===== src/rtl/regfile_pkg.sv =====
// Shared types and helpers for the 2-read / 1-write register file.
//   clr_state_t : clear-sweep FSM state encoding
//   be_merge    : byte-lane merge of an old word with new data under byte enables,
//                 used by both the write path and the read-port bypass so the two
//                 can never disagree about the post-write value.
// be_merge works on a fixed wide word; callers zero-extend their operands and
// truncate the result back to WIDTH (WIDTH must not exceed MERGE_W).
package regfile_pkg;

  typedef enum logic {
    CLR_IDLE  = 1'b0,
    CLR_SWEEP = 1'b1
  } clr_state_t;

  localparam int MERGE_W  = 256;
  localparam int MERGE_BE = MERGE_W / 8;

  function automatic logic [MERGE_W-1:0] be_merge(
    input logic [MERGE_W-1:0]  old_v,
    input logic [MERGE_W-1:0]  new_v,
    input logic [MERGE_BE-1:0] be
  );
    logic [MERGE_W-1:0] res;
    res = old_v;
    for (int i = 0; i < MERGE_BE; i++) begin
      if (be[i]) res[8*i +: 8] = new_v[8*i +: 8];
    end
    return res;
  endfunction

endpackage


===== src/rtl/regfile_rd_port.sv =====
// One registered read port of the register file.
//   clk_i, rst_i      : clock, synchronous active-high reset
//   rd_en_i, rd_addr_i: read request and address
//   mem_i             : current storage contents (pre-edge values)
//   wr_accept_i, wr_addr_i, wr_data_i, wr_be_i : the write accepted this edge, for bypass
//   rd_data_o         : registered read data (holds when no read)
//   rd_valid_o        : high for the cycle after an edge that sampled rd_en_i=1
// Read handshake: rd_valid_o is a pure one-cycle qualifier of rd_data_o; there is
// no back-pressure, a request sampled at an edge always completes at that edge.
module regfile_rd_port
  import regfile_pkg::*;
#(
  parameter int WIDTH    = 16,
  parameter int DEPTH    = 8,
  parameter bit ZERO_REG = 1'b0,
  localparam int ADDR_W  = $clog2(DEPTH),
  localparam int BE_W    = WIDTH / 8
) (
  input  logic              clk_i,
  input  logic              rst_i,
  input  logic              rd_en_i,
  input  logic [ADDR_W-1:0] rd_addr_i,
  input  logic [WIDTH-1:0]  mem_i [DEPTH],
  input  logic              wr_accept_i,
  input  logic [ADDR_W-1:0] wr_addr_i,
  input  logic [WIDTH-1:0]  wr_data_i,
  input  logic [BE_W-1:0]   wr_be_i,
  output logic [WIDTH-1:0]  rd_data_o,
  output logic              rd_valid_o
);

  logic             in_range;
  logic             zero_hit;
  logic             bypass;
  logic [WIDTH-1:0] old_word;
  logic [WIDTH-1:0] rd_data_d;
  logic [WIDTH-1:0] rd_data_q;
  logic             rd_valid_q;

  assign in_range = ({1'b0, rd_addr_i} < (ADDR_W+1)'(DEPTH));
  assign zero_hit = ZERO_REG && (rd_addr_i == '0);
  // wr_accept_i already excludes out-of-range and zero-register writes and is
  // low during a clear sweep, so a plain address match is enough here.
  assign bypass   = wr_accept_i && (wr_addr_i == rd_addr_i);
  assign old_word = in_range ? mem_i[rd_addr_i] : '0;

  always_comb begin
    rd_data_d = old_word;
    if (!in_range || zero_hit) begin
      rd_data_d = '0;
    end else if (bypass) begin
      rd_data_d = WIDTH'(be_merge(MERGE_W'(old_word), MERGE_W'(wr_data_i),
                                  MERGE_BE'(wr_be_i)));
    end
  end

  always_ff @(posedge clk_i) begin
    if (rst_i) begin
      rd_data_q  <= '0;
      rd_valid_q <= 1'b0;
    end else begin
      rd_valid_q <= rd_en_i;
      if (rd_en_i) rd_data_q <= rd_data_d;
    end
  end

  assign rd_data_o  = rd_data_q;
  assign rd_valid_o = rd_valid_q;

endmodule


===== src/rtl/regfile_2r1w.sv =====
// Register file: 1 byte-enabled write port, 2 independent registered read ports
// with write-first bypass, and a sequenced clear engine.
//   CLK, RST                   : clock, synchronous active-high reset
//   WrEn/WrAddr/WrData/WrByteEn: write port
//   RdEnA/RdAddrA -> RdDataA/RdValidA, same for port B: read ports, latency 1
//   ClrReq                     : start a clear sweep (ignored while busy)
//   ClrBusy                    : sweep in progress (DEPTH cycles)
//   ClrStateDbg                : current clear FSM state, for observation
module regfile_2r1w
  import regfile_pkg::*;
#(
  parameter int WIDTH    = 16,
  parameter int DEPTH    = 8,
  parameter bit ZERO_REG = 1'b0,
  localparam int ADDR_W  = $clog2(DEPTH),
  localparam int BE_W    = WIDTH / 8
) (
  input  logic              CLK,
  input  logic              RST,
  input  logic              WrEn,
  input  logic [ADDR_W-1:0] WrAddr,
  input  logic [WIDTH-1:0]  WrData,
  input  logic [BE_W-1:0]   WrByteEn,
  input  logic              RdEnA,
  input  logic [ADDR_W-1:0] RdAddrA,
  output logic [WIDTH-1:0]  RdDataA,
  output logic              RdValidA,
  input  logic              RdEnB,
  input  logic [ADDR_W-1:0] RdAddrB,
  output logic [WIDTH-1:0]  RdDataB,
  output logic              RdValidB,
  input  logic              ClrReq,
  output logic              ClrBusy,
  output logic              ClrStateDbg
);

  logic [WIDTH-1:0]  mem_q [DEPTH];
  clr_state_t        state_q;
  logic [ADDR_W-1:0] idx_q;

  logic              wr_in_range;
  logic              wr_accept;
  logic [WIDTH-1:0]  wr_old;
  logic [WIDTH-1:0]  wr_merged;

  assign wr_in_range = ({1'b0, WrAddr} < (ADDR_W+1)'(DEPTH));
  // A write is only accepted outside a sweep; ZERO_REG drops writes to entry 0.
  assign wr_accept   = WrEn && (state_q == CLR_IDLE) && wr_in_range &&
                       !(ZERO_REG && (WrAddr == '0));
  assign wr_old      = wr_in_range ? mem_q[WrAddr] : '0;
  assign wr_merged   = WIDTH'(be_merge(MERGE_W'(wr_old), MERGE_W'(WrData),
                                       MERGE_BE'(WrByteEn)));

  always_ff @(posedge CLK) begin
    if (RST) begin
      for (int i = 0; i < DEPTH; i++) mem_q[i] <= '0;
      state_q <= CLR_IDLE;
      idx_q   <= '0;
    end else begin
      case (state_q)
        CLR_IDLE: begin
          // A write in the same cycle as ClrReq still lands; the sweep then clears it.
          if (wr_accept) mem_q[WrAddr] <= wr_merged;
          if (ClrReq) begin
            state_q <= CLR_SWEEP;
            idx_q   <= '0;
          end
        end
        CLR_SWEEP: begin
          mem_q[idx_q] <= '0;
          if (idx_q == ADDR_W'(DEPTH - 1)) begin
            state_q <= CLR_IDLE;
            idx_q   <= '0;
          end else begin
            idx_q <= idx_q + 1'b1;
          end
        end
        default: begin
          state_q <= CLR_IDLE;
          idx_q   <= '0;
        end
      endcase
    end
  end

  assign ClrBusy     = (state_q == CLR_SWEEP);
  assign ClrStateDbg = state_q;

  regfile_rd_port #(
    .WIDTH(WIDTH), .DEPTH(DEPTH), .ZERO_REG(ZERO_REG)
  ) u_rd_a (
    .clk_i(CLK), .rst_i(RST),
    .rd_en_i(RdEnA), .rd_addr_i(RdAddrA), .mem_i(mem_q),
    .wr_accept_i(wr_accept), .wr_addr_i(WrAddr), .wr_data_i(WrData), .wr_be_i(WrByteEn),
    .rd_data_o(RdDataA), .rd_valid_o(RdValidA)
  );

  regfile_rd_port #(
    .WIDTH(WIDTH), .DEPTH(DEPTH), .ZERO_REG(ZERO_REG)
  ) u_rd_b (
    .clk_i(CLK), .rst_i(RST),
    .rd_en_i(RdEnB), .rd_addr_i(RdAddrB), .mem_i(mem_q),
    .wr_accept_i(wr_accept), .wr_addr_i(WrAddr), .wr_data_i(WrData), .wr_be_i(WrByteEn),
    .rd_data_o(RdDataB), .rd_valid_o(RdValidB)
  );

endmodule


===== config.mk =====
export PLATFORM = sky130hd
export DESIGN_NAME = regfile_2r1w
export DESIGN_NICKNAME = d
export VERILOG_FILES = /design/src/rtl/regfile_pkg.sv /design/src/rtl/regfile_rd_port.sv /design/src/rtl/regfile_2r1w.sv
export SDC_FILE = /design/constraint.sdc
export NUM_CORES = 1
export LEC_CHECK = 0
export CORE_MARGIN = 5
export CORE_UTILIZATION = 45
export CTS_CLUSTER_DIAMETER = 30
export CTS_CLUSTER_SIZE = 28
export DETAILED_ROUTE_END_ITERATION = 16
export DONT_BUFFER_PORTS = 1
export PLACE_DENSITY = 0.65
export SYNTH_ARGS = -nofsm -noshare
export SYNTH_HDL_FRONTEND = slang
export SYNTH_SLANG_ARGS = --single-unit

===== constraint.sdc =====
create_clock -name CLK -period 2.8 [get_ports CLK]
set_clock_uncertainty 0.15 [all_clocks]
set_input_delay 0.42 -clock CLK [delete_from_list [all_inputs] [get_ports CLK]]
set_output_delay 0.42 -clock CLK [all_outputs]
set_load 0.01 [all_outputs]

# Word-level counts from Yosys, hierarchy flattened

Index checks and enable logic that the tools add are counted.

$add $sub $neg: 1
Multiply operators: 0
Div/mod/pow operators: 0
$lt $le $gt $ge: 6
Eq/ne operators: 5
Shift operators: 0
Multiplexer cells: 30
Bitwise operators: 7
Reduce and logical (&&, ||, !) cells: 5

Operator list:

| operator                                              | count |
|---|---|
| case mux 128 bit (2 select lines)                     | 1 |
| 2-to-1 mux 16 bit                                     | 10 |
| binary-select mux 16 bit (select 3 bit)               | 3 |
| bitwise AND 128 bit                                   | 1 |
| bitwise mux 128 bit                                   | 1 |
| 2-to-1 mux 128 bit                                    | 1 |
| inverter 128 bit                                      | 1 |
| demux 16 bit (select 3 bit)                           | 2 |
| 2-to-1 mux 8 bit                                      | 6 |
| >= comparator 4 bit, second input constant            | 4 |
| inverter 3 -> 4 bit                                   | 4 |
| < comparator 4 x 1 -> 1 bit, second input constant    | 2 |
| equality test 3 bit                                   | 2 |
| 2-to-1 mux 3 bit                                      | 2 |
| case mux 3 bit (2 select lines)                       | 1 |
| logical AND 1 bit                                     | 5 |
| adder 3 x 1 -> 3 bit, second input constant           | 1 |
| equality test 3 bit, second input constant            | 1 |
| 2-to-1 mux 1 bit                                      | 2 |
| inequality test 2 x 1 -> 1 bit, second input constant | 1 |
| inequality test 2 bit, second input constant          | 1 |
| case mux 1 bit (2 select lines)                       | 1 |
| inverter 1 bit                                        | 1 |

Register bits after elaboration: 166
Latch bits: 0
Memory bits (writable): 0
Bits in read-only memories: 0
Input bits: 33
Output and inout port bits: 36
Word-level logic and storage cells: 68
Memories: 0

# Longest topological paths before layout

Gate-level depths: netlist (run 1).

Depth in word-level cells: 8
Mapped depth: 7
Gate-level depth less buffers: 6

# Modules after synthesis

A second synthesis (run 1) with hierarchy kept.

Cell total of the unflattened synthesis: 818
Area, all modules: 9713.1 sq um

Modules (own cells, without submodules):

| module          | instances | cells each | area an instance (sq um) | seq. area each (sq um) |
|---|---|---|---|---|
| regfile_2r1w    | 1         | 576        | 6164.7                   | 2642.5 |
| regfile_rd_port | 2         | 121        | 1774.2                   | 340.3 |

# Least setup slack after synthesis (run 1)

OpenSTA, ideal clock, no wires.

Path kind: input to register
Start point: input port RdAddrB[2]
End point: register u_rd_b.rd_data_q[12] (netlist: u_rd_b.rd_data_o[12])
Library setup time: 0.122 ns
Data arrival time: 1.823 ns
Required time: 2.528 ns
Slack: 0.705 ns
Stages on the path: 6
Buffers on the path: 2
Cell sequence: buf_2 > buf_2 > mux4_2 > mux2i_1 > nor2_1 > a221o_1

Longest elaborated chain between the ends: 6
Elaborated cells between the ends (all ways): 8
Those cells by class: eq/ne (1); mux (5); bitwise (1); reduce/logical (1)

RTL lines:

| what                                                 | line                  | text |
|---|---|---|
| start, declared                                      | regfile_2r1w.sv:29    | `input logic [ADDR_W-1:0] RdAddrB,` |
| inverter 3 -> 4 bit (implied by the code)            | regfile_rd_port.sv:45 | `assign old_word = in_range ? mem_i[rd_addr_i] : '0;` |
| binary-select mux 16 bit (select 3 bit)              | regfile_rd_port.sv:45 |  |
| 2-to-1 mux 16 bit (implied by the code) (2 in a row) | regfile_rd_port.sv:45 |  |
| 2-to-1 mux 8 bit                                     | regfile_pkg.sv:26     | `if (be[i]) res[8*i +: 8] = new_v[8*i +: 8];` |
| 2-to-1 mux 16 bit *                                  | regfile_rd_port.sv:51 | `end else if (bypass) begin` |
| end signal, assigned                                 | regfile_rd_port.sv:63 | `if (rd_en_i) rd_data_q <= rd_data_d;` |
| end, declared                                        | regfile_rd_port.sv:37 | `logic [WIDTH-1:0] rd_data_q;` |

Mark *: on every way between the ends. The rest lies on a longest branch, timed or not. The select of a mux whose other input is x is not followed.
A chain may end at the register's enable or synchronous reset.

# Worst setup path in the final report (run 1)

Start point: register state_q (netlist: ClrBusy)
End point: register mem_q[92] in the netlist's numbering

Longest elaborated chain between the ends: 3
Elaborated cells between the ends (all ways): 4
Those cells by class: eq/ne (1); mux (1); bitwise (1); reduce/logical (1)

RTL lines:

| what                                            | line               | text |
|---|---|---|
| start, declared                                 | regfile_2r1w.sv:38 | `clr_state_t state_q;` |
| start signal, assigned                          | regfile_2r1w.sv:57 | `state_q <= CLR_IDLE;` |
| start signal, assigned                          | regfile_2r1w.sv:65 | `state_q <= CLR_SWEEP;` |
| start signal, assigned                          | regfile_2r1w.sv:72 | `state_q <= CLR_IDLE;` |
| inverter 1 bit                                  | -                  |  |
| logical AND 1 bit                               | regfile_2r1w.sv:48 | `assign wr_accept = WrEn && (state_q == CLR_IDLE) && wr_in_range &&` |
| inequality test 2 x 1 -> 1 bit (no source line) | -                  |  |
| end signal, assigned by index                   | regfile_2r1w.sv:63 | `if (wr_accept) mem_q[WrAddr] <= wr_merged;` |
| end, declared                                   | regfile_2r1w.sv:37 | `logic [WIDTH-1:0] mem_q [DEPTH];` |

Parallel ways exist; a longest one is shown, timed or not.

==> metrics, run 1 <==
Detail Route Antenna Nets 0; most frequent cells in the layout 166 x dfxtp_1, 101 x nand2_1, 77 x mux4_2; Fmax 418 MHz; crit path DAT 2.60 ns; DR iter-0 viols ~840; initial antenna violation count 0; wire per inst between 20 and 30 um; Cell Area, Synth around 9400 sq um; Layout area overhead 9.55%; die outline area 24000 sq um; dominant cell type by area after synthesis dfxtp_1; Min-Delay Path Depth 3; most common cell after layout, fill and taps aside dfxtp_1; CP startpoint kind flip-flop; total number of vias approximately 7700; DP HPWL approximately 19000 um; fin. max-slew vios 0; via/cell ratio approximately 6.8; clock-pin slew on the worst setup and hold paths 0.07 ns; Max-Cap Viols 0; first-pass GRT wire length between 40000 and 50000 um; Max IR drop VDD about 0.41 mV; first-pass detailed-route iteration total 5; number of global-route vias before repair between 7000 and 8000; final worst slack just over 0.4 ns; Chip Height roughly 150 um; CTS tree done; Post-Syn Nets ~880; GRT Util Overall about a quarter; Post-Syn Instances between 800 and 900; H-tree levels 4; Hold Vio Cnt, Final 0; Yosys Warn Count 0; Power per Cell Area approximately 530 nW/um^2; CTS buffer count 17; Seq cells post-synth 166; r2r endpoint mem_q[92]; multi-input logic area about 5800 sq um; largest net degree at the start of global routing 52; root buf cell clkbuf_16; Static Leak 3.61 nW; outcome finished clean; crit path time final around 2.4 ns; Post-synth EDFFs 0; IO buf count 0; nets a little under 900; DRC viols 0; Initial Utilization between 40% and 50%; FF-to-FF Start ClrBusy; I/O pins 69; GPL Wtd Cong about 0.8; HP Start ClrReq; RSZ-0062 raised after global routing false; clock latency on the worst-skew pair 0.45 ns; critical path class flip-flop to flip-flop; Hold EP idx_q[1]; reg-to-reg slack, setup 0.41 ns; pre-CTS setup slack 0.486 ns; Clock Tree Buf Depth 2; Seq/Total Area, Yosys 35.2%; Reg2Reg Depth 4; final wirelength approximately 30000 um; Final Cycle Share 85.4%; Setup TNS 0 ns; final setup fails 0; Core ar. around 21000 sq um; Worst Hold Class input port to flip-flop; asr flop ratio synth 0%; WP data required between 3 and 4 ns; clock sinks between 150 and 200; Worst-Margin Slew 1.26 ns; Slew Limit Headroom ~16%; synth top area cells dfxtp_1 35%, mux4_2 18%, mux2i_1 4.6%; crit end category flip-flop; DIE WIDTH approximately 150 um; FILL cells 1871; Diodes inserted 0; Crit Path Max Fanout 16; synth unique cells between 60 and 70; grt ovf 0; ys flop type dfxtp_1; storage element area around 3300 sq um; share of layout cells above drive strength 1 between 20% and 30%; # rows between 50 and 60; launch point of the worst path ClrBusy; share of the synthesized area in the top cell type around a third; Post-Syn Area per Cell ~11 sq um
## layout make-up
| cell class | count | area share [%] |
|---|---|---|
| Multi-Input combinational cell | 615 | 55.6 |
| Timing Repair Buffer | 31 | 2.66 |
| Tap cell | 275 | 3.32 |
| Clock buffer | 17 | 4.11 |
| Sequential cell | 166 | 32.1 |
| Clock inverter | 15 | 2.03 |
| Inverter | 5 | 0.181 |
## routing by layer
layer / routed length [um] / share of wire (%) / global-route usage [%] / up-vias
met1: 12100 / 40 / 33.4 / 3829
met5: 0 / 0 / 0 / -
met3: 3390 / 11 / 7.01 / 70
met4: 850 / 2.8 / 9.59 / 0
li1: - / - / - / 3325
met2: 13600 / 45 / 38.2 / 444
## metrics by stage
stage          hold WS (ns)  instance area (sq um)  std cells  utilization (%)  total power, mW
4_1_cts              0.0340                  10400       1124             49.7             5.46
6_report             0.0409                  10400       1124             49.7             5.47
3_3_place_gp          0.319                   9550       1075             45.8             2.91
2_1_floorplan         0.295                   9450        849                -             2.90
5_1_grt              0.0719                  10400       1124             49.7             5.60
3_5_place_dp          0.326                   9550       1075             45.8             2.92
## sequential cells by signal, summed over array words and instances, names as in the netlist
signal / cells
ClrBusy: 1
idx_q: 3
mem_q: 128
u_rd_a.rd_data_o: 16
u_rd_a.rd_valid_o: 1
u_rd_b.rd_data_o: 16
u_rd_b.rd_valid_o: 1
## synth_stat cells (4+ instances only)
library cell and count:
a22oi_1 5, a221oi_4 8, buf_4 6, buf_6 8, nor4_1 7, o221ai_1 9
mux2i_1 43, xor2_1 6, o31ai_1 8, nor2b_1 11, a21oi_2 6, nor2_2 4
a21oi_1 7, and2_1 9, buf_2 27, o21ai_0 50, and3_1 6, a32o_1 22
mux2_2 19, nor2_4 6, o211ai_1 6, o41ai_4 4, a22o_1 37, nor3b_1 5
clkbuf_1 20, a221o_1 41, nand2_1 101, nand3_1 14, mux4_2 77, nand2b_1 4
nor2_1 50, dfxtp_1 166, inv_1 5
## how the worst max path moves through the flow
stage	depth (start not counted)	end
after floorplan	6	u_rd_b.rd_data_o[12]
after global placement	3	mem_q[87]
after detailed placement	4	mem_q[92]
after CTS	4	mem_q[92]
after global routing	4	mem_q[92]
final	4	mem_q[92]
## what timing repair did
| action | in CTS | in global routing |
|---|---|---|
| buffers inserted | 0 | 0 |
| hold buffers | 17 | 0 |
| hold endpoints to repair | 36 | 0 |
| gates resized for setup | 0 | 0 |
## power by group
part           switching [mW]  leakage, nW  internal [mW]
registers              0.0328         1.34           2.39
logic                   0.284         1.96          0.194
clock network            1.06        0.311           1.51
total                    1.37         3.61           4.10
## kinds of logic (layout without fill, tap and decap cells)
kind of cell,after synthesis,count (layout),synth area share (%)
AOI/OAI and AO/OA,220,220,21.2
and+or+nand+nor,247,247,13.6
DFF,166,166,35.2
muxes,140,140,25.3
adders and majority gates,2,2,0.265
xor gates and xnor gates,6,6,0.556
buffers and inverters,68,68,3.93
## worst max-delay path, stage by stage, from the launching register on
cell and delay (ns):
dfxtp_1 0.61, nor3_2 0.19, a221oi_4 1.10, nand2_1 0.14, o221ai_1 0.11
No activity file was read; power rests on OpenSTA's default activity.
==> inputs of run 2 (changes only) <==
--- a/config.mk
+++ b/config.mk
@@ -7,6 +7,7 @@
 export LEC_CHECK = 0
 export CORE_MARGIN = 5
 export CORE_UTILIZATION = 45
+export CTS_BUF_LIST = sky130_fd_sc_hd__clkbuf_2 sky130_fd_sc_hd__clkbuf_4 sky130_fd_sc_hd__clkbuf_8
 export CTS_CLUSTER_DIAMETER = 30
 export CTS_CLUSTER_SIZE = 28
 export DETAILED_ROUTE_END_ITERATION = 16
==> metrics, run 2 (synthesized netlist as in run 1, its figures left out) <==
total number of vias 7689 (+0.27%); Power per Cell Area 479 nW/um^2 (-9.4%); Fmax 410 MHz (-2.1%); Slew Limit Headroom 11.3% (-5.0 points); Worst path max stage delay 1.16 ns (+0.06 ns); Clock Tree Buf Depth 2 (unchanged); clock sinks 166 (unchanged); Worst-Margin Slew 1.33 ns (+0.0743 ns); DR iter-0 viols 940 (+11%); outcome finished clean; # resized after CTS 0 (unchanged); largest net degree at the start of global routing 52 (unchanged); initial antenna violation count 0 (unchanged); most common cell after layout, fill and taps aside dfxtp_1; CP startpoint kind flip-flop; Initial Utilization 45.4% (unchanged); via/cell ratio 6.84 (+0.27%); I/O pins 69 (unchanged); first-pass detailed-route iteration total 7 (+2); Chip Height 155 um (unchanged); WP data required 3.04 ns (+0.03 ns); Max IR drop VDD 0.288 mV (-29%); root buf cell clkbuf_8; clock-pin slew on the worst setup and hold paths 0.09 ns (+0.02 ns); Post-CTS Setup Bufs 0 (unchanged); final wirelength 29800 um (-0.68%); wire per inst 26.5 um (-0.68%); Hold WS 0.0160 ns (-0.0249 ns); DIE WIDTH 155 um (unchanged); DRC viols 0 (unchanged); GPL Wtd Cong 0.817 (unchanged); share of layout cells above drive strength 1 22.3% (unchanged); Worst path slowest cell a221oi_4; cts-stage hold buffer count 17 (unchanged); first-pass GRT wire length 45400 um (-0.26%); nets 871 (unchanged); grt ovf 0 (unchanged); H-tree levels 4 (unchanged); crit end category flip-flop; cells along the critical path nor3_2 -> a221oi_4 -> nand2_1 -> o221ai_1; GRT Util Overall 24.6% (-0.21 points); total power 4.86 mW (-11%); Hold Vio Cnt, Final 0 (unchanged); Detail Route Antenna Nets 0 (unchanged); max reg flops 128 (unchanged); CTS tree done; DP HPWL 18800 um (unchanged); final setup fails 0 (unchanged); Layout area overhead 7.52%; Core ar. 20800 sq um (unchanged); Static Leak 3.52 nW (-2.4%); Largest Register mem_q; fin. max-slew vios 0 (unchanged); non-filler instance count after layout 1124 (unchanged); number of global-route vias before repair 7362 (-1.2%); Crit Path Max Fanout 16 (unchanged); crit path time final 2.44 ns (+0.0517 ns); RSZ-0062 raised after global routing false; Worst Hold Class input port to flip-flop; Max-Cap Viols 0 (unchanged); Diodes inserted 0 (unchanged); Final Cycle Share 87.2% (+1.8 points); clock latency on the worst-skew pair 0.47 ns (+0.02 ns); critical path class flip-flop to flip-flop; die outline area 24000 sq um (unchanged); crit path DAT 2.68 ns (+0.08 ns); # rows 53 (unchanged); IO buf count 0 (unchanged); CTS buffer count 17 (unchanged); Setup TNS 0 ns (unchanged); most frequent cells in the layout 166 x dfxtp_1, 101 x nand2_1, 77 x mux4_2; placed insts 1075 (unchanged)
run 2: changes by cell type in the layout (fill, tap and decap cells not counted):
cell       delta
clkbuf_8     +17
clkbuf_16    -17
run 2: where the power goes:
group          leakage (nW)  switching [mW]  internal (mW)
Sequential             1.34          0.0325           2.39
Clock                 0.224           0.972          0.993
Combinational          1.96           0.285          0.194
run 2: area by class of cell:
| type | instances | area, sq um |
|---|---|---|
| inverters | 5 | 18.8 |
| fillers | 1898 | 10700 |
| flip-flops and latches | 166 | 3320 |
| clock buffers | 17 | 234 |
| clock inverters | 15 | 210 |
| repair buffers | 31 | 275 |
| multi-input cells | 615 | 5750 |
| well taps | 275 | 344 |
run 2: per-layer routing:
layer / track usage [%] / vias up / part of all wire, %
li1: - / 3324 / -
met4: 6.90 / 0 / 2.6
met3: 6.51 / 76 / 12
met2: 38.3 / 474 / 45
met5: 0 / - / 0
met1: 34.1 / 3815 / 41
run 2: critical path: cells and delay by family, from the launching register on:
kind	cells	cell delay, ns
compound gates	2	1.27
flops	1	0.61
simple gates	2	0.33
run 2: through the flow:
stage | utilization (%) | area (sq um) | setup slack (ns)
floorplan | - | 9450 | 0.705
global placement | 45.8 | 9550 | 0.573
detailed placement | 45.8 | 9550 | 0.486
CTS | 48.8 | 10200 | 0.467
global route | 48.8 | 10200 | 0.287
finish | 48.8 | 10200 | 0.358
run 2: worst paths after layout:
| kind | from | to | slack, ns | depth (start not counted) |
|---|---|---|---|---|
| worst max-delay path | ClrBusy | mem_q[92] | 0.36 | 4 |
| worst min-delay path | ClrReq | idx_q[1] | 0.02 | 3 |
| worst max register to register | ClrBusy | mem_q[92] | 0.36 | 4 |
| worst min register to register | mem_q[125] | mem_q[125] | 0.34 | 2 |
